--- src/rtl/atm_pin_keypad_if.sv ---
// Keypad <-> session bus for the ATM PIN front end.
// Card/key inputs in, authorisation status out.
interface atm_pin_keypad_if #(
  parameter int DIGITS    = 4,
  parameter int MAX_TRIES = 3
);
  localparam int DC_W = $clog2(DIGITS + 1);
  localparam int TL_W = $clog2(MAX_TRIES + 1);

  logic            in_card;
  logic            in_key_valid;
  logic [3:0]      in_key_code;
  logic            pin_valid;
  logic            pin_ok;
  logic            pin_fail;
  logic            session_timeout;
  logic            card_retain;
  logic [DC_W-1:0] digit_count;
  logic [TL_W-1:0] tries_left;

  modport master (
    output in_card, in_key_valid, in_key_code,
    input  pin_valid, pin_ok, pin_fail,
    input  session_timeout, card_retain,
    input  digit_count, tries_left
  );

  modport slave (
    input  in_card, in_key_valid, in_key_code,
    output pin_valid, pin_ok, pin_fail,
    output session_timeout, card_retain,
    output digit_count, tries_left
  );
endinterface

--- src/rtl/atm_pin_keypad.sv ---
// ATM PIN keypad: digit collection, PIN check,
// retry/lockout tracking and inactivity abort.
module atm_pin_keypad #(
  parameter int                  DIGITS     = 4,
  parameter int                  MAX_TRIES  = 3,
  parameter logic [4*DIGITS-1:0] STORED_PIN = 16'h1111,
  parameter int                  TIMEOUT    = 200,
  parameter int                  TIMER_W    = 8
) (
  input logic              clk,
  input logic              rst,
  atm_pin_keypad_if.slave  bus
);
  localparam int DC_W = $clog2(DIGITS + 1);
  localparam int TL_W = $clog2(MAX_TRIES + 1);
  localparam int BW   = 4 * DIGITS;

  localparam logic [2:0] S_IDLE    = 3'd0;
  localparam logic [2:0] S_COLLECT = 3'd1;
  localparam logic [2:0] S_CHECK   = 3'd2;
  localparam logic [2:0] S_GRANTED = 3'd3;
  localparam logic [2:0] S_LOCKED  = 3'd4;

  localparam logic [DC_W-1:0]    FULL   = DC_W'(DIGITS);
  localparam logic [TL_W-1:0]    TRIES0 = TL_W'(MAX_TRIES);
  localparam logic [TIMER_W-1:0] T_LAST = TIMER_W'(TIMEOUT - 1);

  logic [2:0]         state;
  logic [BW-1:0]      pin_buf;
  logic [DC_W-1:0]    count;
  logic [TL_W-1:0]    tries;
  logic [TIMER_W-1:0] timer;
  logic               valid_q;
  logic               ok_q;
  logic               fail_q;
  logic               tmo_q;
  logic               retain_q;

  logic key_digit;
  logic key_clear;
  logic key_enter;
  logic full;
  logic match;
  logic tmo_hit;

  // Key classification and check helpers
  always_comb begin
    key_digit = bus.in_key_code <= 4'd9;
    key_clear = bus.in_key_code == 4'hC;
    key_enter = bus.in_key_code == 4'hE;
    full      = count == FULL;
    match     = pin_buf == STORED_PIN;
    tmo_hit   = timer == T_LAST;
  end

  // Session FSM with registered status outputs;
  // the PIN buffer is wiped on every exit path
  always_ff @(posedge clk or posedge rst) begin
    if (rst) begin
      state    <= S_IDLE;
      pin_buf  <= '0;
      count    <= '0;
      tries    <= TRIES0;
      timer    <= '0;
      valid_q  <= 1'b0;
      ok_q     <= 1'b0;
      fail_q   <= 1'b0;
      tmo_q    <= 1'b0;
      retain_q <= 1'b0;
    end else begin
      ok_q   <= 1'b0;
      fail_q <= 1'b0;
      tmo_q  <= 1'b0;
      case (state)
        S_IDLE: begin
          if (bus.in_card) begin
            state   <= S_COLLECT;
            pin_buf <= '0;
            count   <= '0;
            timer   <= '0;
            tries   <= TRIES0;
          end
        end
        S_COLLECT: begin
          if (!bus.in_card) begin
            state   <= S_IDLE;
            pin_buf <= '0;
            count   <= '0;
            timer   <= '0;
            tries   <= TRIES0;
          end else if (bus.in_key_valid) begin
            timer <= '0;
            unique case (1'b1)
              key_digit: begin
                if (!full) begin
                  pin_buf <= {pin_buf[BW-5:0],
                              bus.in_key_code};
                  count   <= count + 1'b1;
                end
              end
              key_clear: begin
                pin_buf <= '0;
                count   <= '0;
              end
              key_enter: begin
                if (full) state <= S_CHECK;
              end
              default: ;
            endcase
          end else if (tmo_hit) begin
            tmo_q   <= 1'b1;
            state   <= S_IDLE;
            pin_buf <= '0;
            count   <= '0;
            timer   <= '0;
            tries   <= TRIES0;
          end else begin
            timer <= timer + 1'b1;
          end
        end
        S_CHECK: begin
          pin_buf <= '0;
          count   <= '0;
          timer   <= '0;
          if (!bus.in_card) begin
            state <= S_IDLE;
            tries <= TRIES0;
          end else if (match) begin
            ok_q    <= 1'b1;
            valid_q <= 1'b1;
            state   <= S_GRANTED;
          end else begin
            fail_q <= 1'b1;
            tries  <= tries - 1'b1;
            if (tries == TL_W'(1)) begin
              retain_q <= 1'b1;
              state    <= S_LOCKED;
            end else begin
              state <= S_COLLECT;
            end
          end
        end
        S_GRANTED: begin
          if (!bus.in_card) begin
            valid_q <= 1'b0;
            state   <= S_IDLE;
            tries   <= TRIES0;
          end
        end
        S_LOCKED: ;
        default: state <= S_IDLE;
      endcase
    end
  end

  assign bus.pin_valid       = valid_q;
  assign bus.pin_ok          = ok_q;
  assign bus.pin_fail        = fail_q;
  assign bus.session_timeout = tmo_q;
  assign bus.card_retain     = retain_q;
  assign bus.digit_count     = count;
  assign bus.tries_left      = tries;
endmodule

--- src/flat_wrapper.sv ---
// flat-port wrapper written by rule: the top's interface ports become plain ports
module atm_pin_keypad_flat 
#(
  parameter int                  DIGITS     = 4,
  parameter int                  MAX_TRIES  = 3,
  parameter logic [4*DIGITS-1:0] STORED_PIN = 16'h1111,
  parameter int                  TIMEOUT    = 200,
  parameter int                  TIMER_W    = 8
)
  (clk, rst, bus_in_card, bus_in_key_valid, bus_in_key_code, bus_pin_valid, bus_pin_ok, bus_pin_fail, bus_session_timeout, bus_card_retain, bus_digit_count, bus_tries_left);
  atm_pin_keypad_if #(.DIGITS(DIGITS), .MAX_TRIES(MAX_TRIES)) bus_i ();
  input logic clk;
  input logic rst;
  input wire logic [$bits(bus_i.in_card)-1:0] bus_in_card;
  input wire logic [$bits(bus_i.in_key_valid)-1:0] bus_in_key_valid;
  input wire logic [$bits(bus_i.in_key_code)-1:0] bus_in_key_code;
  output wire logic [$bits(bus_i.pin_valid)-1:0] bus_pin_valid;
  output wire logic [$bits(bus_i.pin_ok)-1:0] bus_pin_ok;
  output wire logic [$bits(bus_i.pin_fail)-1:0] bus_pin_fail;
  output wire logic [$bits(bus_i.session_timeout)-1:0] bus_session_timeout;
  output wire logic [$bits(bus_i.card_retain)-1:0] bus_card_retain;
  output wire logic [$bits(bus_i.digit_count)-1:0] bus_digit_count;
  output wire logic [$bits(bus_i.tries_left)-1:0] bus_tries_left;
  assign bus_i.in_card = bus_in_card;
  assign bus_i.in_key_valid = bus_in_key_valid;
  assign bus_i.in_key_code = bus_in_key_code;
  assign bus_pin_valid = bus_i.pin_valid;
  assign bus_pin_ok = bus_i.pin_ok;
  assign bus_pin_fail = bus_i.pin_fail;
  assign bus_session_timeout = bus_i.session_timeout;
  assign bus_card_retain = bus_i.card_retain;
  assign bus_digit_count = bus_i.digit_count;
  assign bus_tries_left = bus_i.tries_left;
  atm_pin_keypad #(.DIGITS(DIGITS), .MAX_TRIES(MAX_TRIES), .STORED_PIN(STORED_PIN), .TIMEOUT(TIMEOUT), .TIMER_W(TIMER_W)) u_core (.clk(clk), .rst(rst), .bus(bus_i));
endmodule
--- config.mk ---
export PLATFORM = sky130hd
export DESIGN_NAME = atm_pin_keypad_flat
export DESIGN_NICKNAME = d
export VERILOG_FILES = /design/src/rtl/atm_pin_keypad_if.sv /design/src/rtl/atm_pin_keypad.sv /design/src/flat_wrapper.sv
export SDC_FILE = /design/constraint.sdc
export NUM_CORES = 1
export LEC_CHECK = 0
export ABC_AREA = 1
export CAP_MARGIN = 0
export CORE_MARGIN = 1
export CORE_UTILIZATION = 55
export CTS_BUF_LIST = sky130_fd_sc_hd__clkbuf_2
export DETAILED_ROUTE_END_ITERATION = 16
export DONT_BUFFER_PORTS = 1
export PLACE_DENSITY_LB_ADDON = 0.2
export SLEW_MARGIN = 40
export SYNTH_ARGS = -nofsm -noshare
export SYNTH_HDL_FRONTEND = slang
export SYNTH_SLANG_ARGS = --single-unit
--- constraint.sdc ---
create_clock -name clk -period 1.8 [get_ports clk]
set_input_delay 0.09 -clock clk [delete_from_list [all_inputs] [get_ports clk]]
set_output_delay 0.09 -clock clk [all_outputs]
set_load 0.01 [all_outputs]
# Yosys cells after proc, flatten, opt, wreduce, memory -nomap -nowiden
# Index checks and enable logic that the tools add are counted.
# word_totals
out_inout_bits	10
input_bits	8
elab_cells	99
reg_bits	37
# classes
addsub	3
n_reduce_logical	10
n_mux	51
bitwise_logic	2
order_cmp	1
eq_ne	22
# ops
cell	n
$mux W16	5
$pmux W16 S3	1
$mux W3	14
$mux W8	4
$pmux W16 S2	1
$pmux W8 S3	1
$eq A16 B13 Y1 const B	1
$pmux W3 S5	1
$mux W2	7
$mux W1	13
$ne A4 B3 Y1 const B	3
$reduce_and A6 Y1	2
$pmux W3 S3	1
$add A8 B1 Y8 const B	1
$eq A4 B4 Y1 const B	2
$eq A8 B8 Y1 const B	1
$pmux W2 S4	1
$reduce_and A4 Y1	2
$eq A3 B2 Y1 const B	2
$eq A3 B3 Y1 const B	2
$ne A2 B2 Y1 const B	3
$ne A3 B3 Y1 const B	2
$pmux W3 S2	1
$ne A5 B3 Y1 const B	1
16 further kinds	17

# Longest topological paths before layout
# Gate-level depths: netlist (run 1).
# depth
word_depth	6
ltp_mapped	11
depth_no_buf	10

# Worst setup path before layout (run 1)
# No wires, ideal clock.
# synth_timing
path_type	register to register
from	register u_core.count[0] (netlist: u_core.bus.digit_count[0])
to	register u_core.pin_buf[0]
period_less_slack_ps	1579
setup_ps	116
arrival_time_ps	1463
path_buffers	1
t_required_ps	1684
path_stages_with_launch	12
setup_slack_ps	221
cell_sequence	dfrtp_1 > inv_1 > ha_1 > nand2_1 > inv_1 > nor2_1 > inv_2 > nand2_2 > nand3_4 > buf_6 > nand2_1 > nand2_1
# synth_between
elab_chain_cells	3
# synth_lines
element	line_no	source
start, declared	atm_pin_keypad.sv:30	logic [DC_W-1:0] count;
start signal, assigned	atm_pin_keypad.sv:98	count <= count + 1'b1;
$eq A3 B3 Y1	atm_pin_keypad.sv:51	full = count == FULL;
$ne A5 B5 Y1 (no source line)	-	
$reduce_and A5 Y1 (no source line)	-	
end signal, assigned	atm_pin_keypad.sv:96	pin_buf <= {pin_buf[BW-5:0],
end, declared	atm_pin_keypad.sv:29	logic [BW-1:0] pin_buf;
# Every way passes these cells.
# A chain may end at the register's enable or synchronous reset.

# Worst setup path after layout (run 1)
# layout_timing
from	register u_core.timer[1]
to	register u_core.tmo_q (netlist: u_core.bus.session_timeout)
# layout_between
elab_chain_cells	5
# layout_lines
element	line_no	source
start, declared	atm_pin_keypad.sv:32	logic [TIMER_W-1:0] timer;
start signal, assigned	atm_pin_keypad.sv:118	timer <= timer + 1'b1;
$eq A8 B8 Y1	atm_pin_keypad.sv:53	tmo_hit = timer == T_LAST;
$mux W1	atm_pin_keypad.sv:110	end else if (tmo_hit) begin
$mux W1	atm_pin_keypad.sv:91	end else if (bus.in_key_valid) begin
$mux W1	atm_pin_keypad.sv:85	if (!bus.in_card) begin
$mux W1	atm_pin_keypad.sv:74	case (state)
end signal, assigned	atm_pin_keypad.sv:68	tmo_q <= 1'b0;
end signal, assigned	atm_pin_keypad.sv:73	tmo_q <= 1'b0;
end signal, assigned	atm_pin_keypad.sv:111	tmo_q <= 1'b1;
end, declared	atm_pin_keypad.sv:36	logic tmo_q;
# Every way passes these cells.

==> results.yml, run 1 <==
outcome:
  status: "completed"
timing:
  setup_viol: 0
  hold_viol: 0
  max_slew_margin_pct: 68.5
  timing.final.crit_share_pct: 94.1
  setup_slack_ns: 0.107
  skew_ns: 0.0166
  slew_viol_final: 0
  fmax_mhz: 591
  post-route-min-period_ns: 1.69
  holdWs_ns: 0.0477
  tightest_slew_ns: 0.472
setup_path:
  cp.arrival_ns: 2.04
  reg2reg_from: "u_core.timer[1]"
  path_max_fanout: 4
  rr_endpoint: "u_core.bus.session_timeout"
  reg2regPathDepth: 6
  path_cells: "ha_2 > nand3_1 > nor2_4 > inv_2 > nor3_2 > dlygate4sd3_1"
  crit_start: "u_core.timer[1]"
  cp_slowest_stage_delay_ns: 0.56
  crit_slowest_cell: "dlygate4sd3_1"
  end_kind: "flop"
  worstSetupPathType: "reg2reg"
  critical_path.startpoint_type: "flop"
  cp_data_required_time_ns: 2.14
  endpoint: "u_core.bus.session_timeout"
  r2r_slack_ns: 0.11
finish:
  stdcell_area_sq_um: 2270
  antenna_cells: 0
  drive_gt1_share_pct: 13.9
  finalNonFillerCells: 342
  syn_to_final_growth_pct: 8.69
  nets: 305
synthesis:
  synth_area_per_cell_sq_um: 7.53
  ys_ff_latch: 37
  synth_warnings: 0
  syn_inst: 277
  ys.flop_type: "dfrtp_1"
  synth-compound-area-share_pct: 3.90
  synthAdderAreaFrac_pct: 2.40
  synth_commonest_cells: "93 x nand2_1, 40 x nor2_1, 37 x inv_1"
  synth-edff-count: 0
  synth.area.top_cells: "dfrtp_1 42%, nand2_1 17%, nor2_1 7.2%, inv_1 6.7%, nand3_1 3.1%"
  syn-cell-area_sq_um: 2090
  synth_most_common_cell: "nand2_1"
  synth_top_area_share_pct: 42.0
  synthMuxAreaShare_pct: 0
  synth_cell_types: 27
  async_flop_share_pct: 100
  netlist.top_cell.by_area: "dfrtp_1"
  synth_top_family_by_area: "simple AND/OR/NAND/NOR gates"
  synth_xor_xnor_area_share_pct: 1.26
  synthSimpleGateAreaFrac_pct: 37.8
  ys_seq_area_share_pct: 44.5
  synthesis.nets: 289
placement:
  hpwl_mm: 2.81
  gp_congestion: 0.825
  place_area_sq_um: 2120
  port_buffers: 0
  pre_cts_slack_ns: 0.185
  placed_cells: 324
floorplanning:
  dieWidth_microns: 63.6
  initial_core_util_pct: 57.0
  dieArea_sq_um: 4040
  row_count: 22
  core_sq_um: 3660
  die_h_microns: 63.6
  ios: 18
global_route:
  gr-usage-all-layers_pct: 21.8
  grt_pass1_wl_mm: 6.66
  grt_max_degree: 38
  antenna_found_initial: 0
  grt_pass1_vias: 1533
  grt.overflow.total: 0
detailed_routing:
  avgViaCountPerCell: 4.94
  remaining_drc_errors: 0
  drt_first_pass_iters: 4
  drtIter0Drc: 112
  routed_wl_mm: 3.99
  vias: 1688
  final_antenna_net_count: 0
  wl_per_cell_microns: 11.7
clocking:
  cts-htree-levels: 2
  path_clk_slew_ns: 0.19
  cts_tree: "done"
  numCtsBuffers: 5
  cts.sinks: 37
  clk_path_buf_depth: 2
  worstSkewPairLatency_ns: 0.40
  cts_root_buffer: "clkbuf_2"
power:
  p_leak_nw: 1.20
  power_density_nw_per_um2: 959
  total_power_mw: 2.18
  peakVddDrop_uv: 743
worst_hold_path:
  hold_path.class: "in2reg"
run:
  cap_violations: 0
==> layer usage <==
layer,GRT usage [%],vias to the layer above,part of all wire [%]
li1,-,874,-
met1,29.0,780,47
met5,0,-,0
met2,33.8,30,48
met4,7.10,0,0.93
met3,6.52,4,4.3
==> placed cells by master, fill, tap and decap left out <==
master,netlist,layout
dfstp_2,2,2
a21oi_4,1,1
nand3_4,1,1
nand2_4,3,3
nand2_2,4,4
clkinvlp_4,0,1
ha_2,0,1
nand3_2,1,1
xor2_1,3,3
nor3_1,2,1
nor2_2,2,2
o21bai_1,1,1
dfrtp_1,35,35
buf_4,0,6
clkbuf_2,0,5
nor2_1,40,40
ha_1,4,3
or2_2,2,2
nor2_4,3,3
nor2_8,1,1
a21oi_1,7,7
clkinv_2,0,2
o21a_1,1,1
o21ai_0,3,3
nor3_2,0,1
inv_2,5,5
nand3_1,13,13
dlygate4sd3_1,0,8
nand2_1,93,93
inv_1,37,37
nand4_1,8,8
==> worst min path at each step <==
stage / from / end / cells past startpoint
2_1_floorplan: bus_in_key_valid / u_core.bus.session_timeout / 1
3_3_place_gp: rst / u_core.timer[4] / 2
3_5_place_dp: rst / u_core.timer[4] / 2
4_1_cts: bus_in_card / u_core.state[0] / 4
5_1_grt: bus_in_key_code[3] / u_core.state[0] / 5
6_report: bus_in_card / u_core.state[0] / 4
==> power breakdown <==
part | total (mW) | leakage [nW] | internal (mW) | switching, mW
combinational | 0.781 | 0.666 | 0.248 | 0.533
clock | 0.375 | 0.0287 | 0.0905 | 0.284
sequential | 1.02 | 0.501 | 0.924 | 0.0960
total | 2.18 | 1.20 | 1.26 | 0.914
==> sequential cells by signal, indices dropped and copies added (netlist names) <==
register,cells
u_core.state,3
u_core.bus.pin_valid,1
u_core.bus.pin_ok,1
u_core.bus.session_timeout,1
u_core.bus.pin_fail,1
u_core.bus.tries_left,2
u_core.bus.digit_count,3
u_core.pin_buf,16
u_core.timer,8
u_core.bus.card_retain,1
==> layout make-up <==
type | count | area (sq um)
clock buffers | 5 | 25.0
clock inverters | 3 | 17.5
fillers | 346 | 1390
inverters | 42 | 158
multi-input cells | 193 | 955
flip-flops and latches | 37 | 928
well taps | 48 | 60.1
repair buffers | 14 | 125
==> worst max-delay path, delay by kind of cell, from the launching register on <==
family,cells,cell delay [ns]
buf+inv,2,0.63
flops,1,0.42
simple gates,3,0.37
fa+ha+maj,1,0.22
==> metrics by stage <==
step / utilization (%) / setup TNS [ns]
2_1_floorplan: - / 0
3_3_place_gp: 58.0 / 0
3_5_place_dp: 58.0 / 0
4_1_cts: 61.3 / 0
5_1_grt: 62.0 / -0.00308
6_report: 62.0 / 0
==> kinds of logic after synthesis <==
group	count (synthesis)
xor gates and xnor gates	3
buffers and inverters	47
and+or+nand+nor	173
DFF	37
adders and majority gates	4
AOI/OAI and AO/OA	13
==> repair_timing <==
item,in CTS,in global routing
endpoints found under the setup margin,0,7
endpoints found under the hold margin,50,0
resized for setup,0,2
setup buffers,0,2
hold buffers,8,0
(Power assumes the default switching activity.)
==> run 2, diff against run 1 <==
Clock period 1.8 ns to 1.4 ns, I/O delays scaled along.
==> run 2 against run 1 <==
  * The flow now finishes with violations (negative setup slack)
  * Worst hold slack better by 0.042 ns
  * Sequential power is 25% higher
  * Sequential share of layout area is 6.4 points lower
  * Final area is 19% higher
  * Largest power group is now combinational cells
  * Highest routed layer unchanged
==> results.yml, run 2 (same netlist as run 1, synthesis figures left out) <==
setup_path:
  cp_data_required_time_ns: 1.74
  crit_slowest_cell: "dfrtp_1"
  rr_endpoint: "u_core.timer[6]"
  path_cells: "buf_6 > nand4_1 > nor2_4 > nand2_8 > nand2_8 > o21ai_0 > nor2_1"
  reg2reg_from: "u_core.state[0]"
  endpoint: "u_core.timer[6]"
  path_max_fanout: 8
  worstSetupPathType: "reg2reg"
  cp_slowest_stage_delay_ns: 0.47
  critical_path.startpoint_type: "flop"
  r2r_slack_ns: -0.16
  reg2regPathDepth: 7
  end_kind: "flop"
  crit_top_cell: "nand2_8"
  crit_start: "u_core.state[0]"
  cp.arrival_ns: 1.90
finish:
  mostFrequentLayoutCells: "87 x nand2_1, 34 x inv_1, 34 x dfrtp_1, 33 x buf_4, 32 x nor2_1"
  regMostFlops: "u_core.pin_buf"
  regArea_sq_um: 930
  largest_reg_flops: 16
  syn_to_final_growth_pct: 29.0
  reg_top3: "u_core.pin_buf x16, u_core.timer x8"
  multi_input_area_sq_um: 1140
  final_common_cell: "nand2_1"
  drive_gt1_share_pct: 30.5
  n_fill_cell: 282
  antenna_cells: 0
  nets: 339
detailed_routing:
  drtIter0Drc: 86
  avgViaCountPerCell: 5.02
  remaining_drc_errors: 0
  final_antenna_net_count: 0
  routed_wl_mm: 4.75
  drt_first_pass_iters: 4
  vias: 1888
  wl_per_cell_microns: 12.6
outcome:
  status: "complete, but fails checks"
  violations: "negative setup slack"
timing:
  rsz0062_at_grt: "true"
  tightest_slew_ns: 0.470
  setup_tns_ns: -3.66
  max_slew_margin_pct: 68.7
  post-route-min-period_ns: 1.56
  slew_viol_final: 0
  hold_viol: 0
  skew_ns: 0.0348
  setup_viol: 29
  timing.final.crit_share_pct: 111
  fmax_mhz: 641
  setup_slack_ns: -0.161
  holdWs_ns: 0.0901
global_route:
  antenna_found_initial: 0
  grt.overflow.total: 0
  gr-usage-all-layers_pct: 25.0
  grt_pass1_wl_mm: 7.60
  grt_pass1_vias: 1692
  grt_max_degree: 38
floorplanning:
  dieWidth_microns: 63.6
  dieArea_sq_um: 4040
  ios: 18
  core_sq_um: 3660
  die_h_microns: 63.6
  row_count: 22
  initial_core_util_pct: 57.0
power:
  p_leak_nw: 1.39
  power_density_nw_per_um2: 1310
  peakVddDrop_uv: 581
clocking:
  worstSkewPairLatency_ns: 0.43
  cts_root_buffer: "clkbuf_2"
  path_clk_slew_ns: 0.19
  cts_tree: "done"
  cts-htree-levels: 2
  cts.sinks: 37
  clk_path_buf_depth: 2
  numCtsBuffers: 5
run:
  cap_violations: 0
placement:
  port_buffers: 0
  hpwl_mm: 2.88
  gp_congestion: 0.810
worst_hold_path:
  min_from: "bus_in_card"
  hold_path.class: "in2reg"
## run 2: changes by cell type in the layout (fill, tap and decap cells not counted), moves of 4 or more
cell | before | now
buf_4 | 6 | 33
nand2_1 | 93 | 87
nor2_2 | 2 | 6
nand2_2 | 4 | 9
nor2_1 | 40 | 32
nor2_4 | 3 | 10
nand3_1 | 13 | 9
## run 2: layer usage
metal	vias up	share of wire (%)	track usage [%]
met1	883	46	30.4
met3	6	4.5	6.52
met5	-	0	0
met2	46	48	42.2
met4	0	1.4	9.09
li1	953	-	-
## run 2: worst max-delay path, delay by kind of cell, from the launching register on
kind,cells,cell delay (ns)
compound gates,1,0.11
simple gates,5,0.76
buf+inv,1,0.15
flops,1,0.47
## run 2: final cells by class
cell class / count / area share [%]
Clock buffer: 6 / 1.12
Multi-Input combinational cell: 198 / 42.4
Sequential cell: 37 / 34.5
Inverter: 42 / 5.95
Tap cell: 48 / 2.23
Clock inverter: 2 / 0.372
Timing Repair Buffer: 43 / 13.4
## run 2: worst min path at each step
stage	depth (start not counted)	end	slack [ns]
5_1_grt	5	u_core.timer[2]	0.08
3_3_place_gp	2	u_core.pin_buf[12]	0.1
4_1_cts	5	u_core.state[0]	0.007
3_5_place_dp	2	u_core.pin_buf[12]	0.10
6_report	5	u_core.timer[2]	0.09
2_1_floorplan	1	u_core.bus.session_timeout	0.14
## run 2: stage by stage
stage,setup WS (ns),cells,area (sq um),power [mW],util [%]
finish,-0.161,376,2690,3.51,73.5
CTS,-0.0635,369,2520,3.23,69.0
detailed placement,-0.111,343,2280,2.49,62.4
global placement,-0.0695,343,2280,2.46,62.4
global route,-0.218,376,2690,3.71,73.5
floorplan,-0.0236,277,2100,2.20,-
## run 2: what timing repair did
| action | in CTS | in global routing |
|---|---|---|
| hold buffers | 7 | 0 |
| endpoints found under the hold margin | 48 | 0 |
| gates cloned | 2 | 3 |
| setup endpoints to repair | 27 | 34 |
| resized for setup | 7 | 29 |
| setup buffers | 9 | 4 |
| pin swaps | 4 | 20 |
## run 2: report_power, final
group          total [mW]  leakage (nW)  internal [mW]  switching [mW]
logic                1.75         0.862          0.735            1.02
registers            1.27         0.499           1.19          0.0783
clock network       0.496        0.0327          0.125           0.371
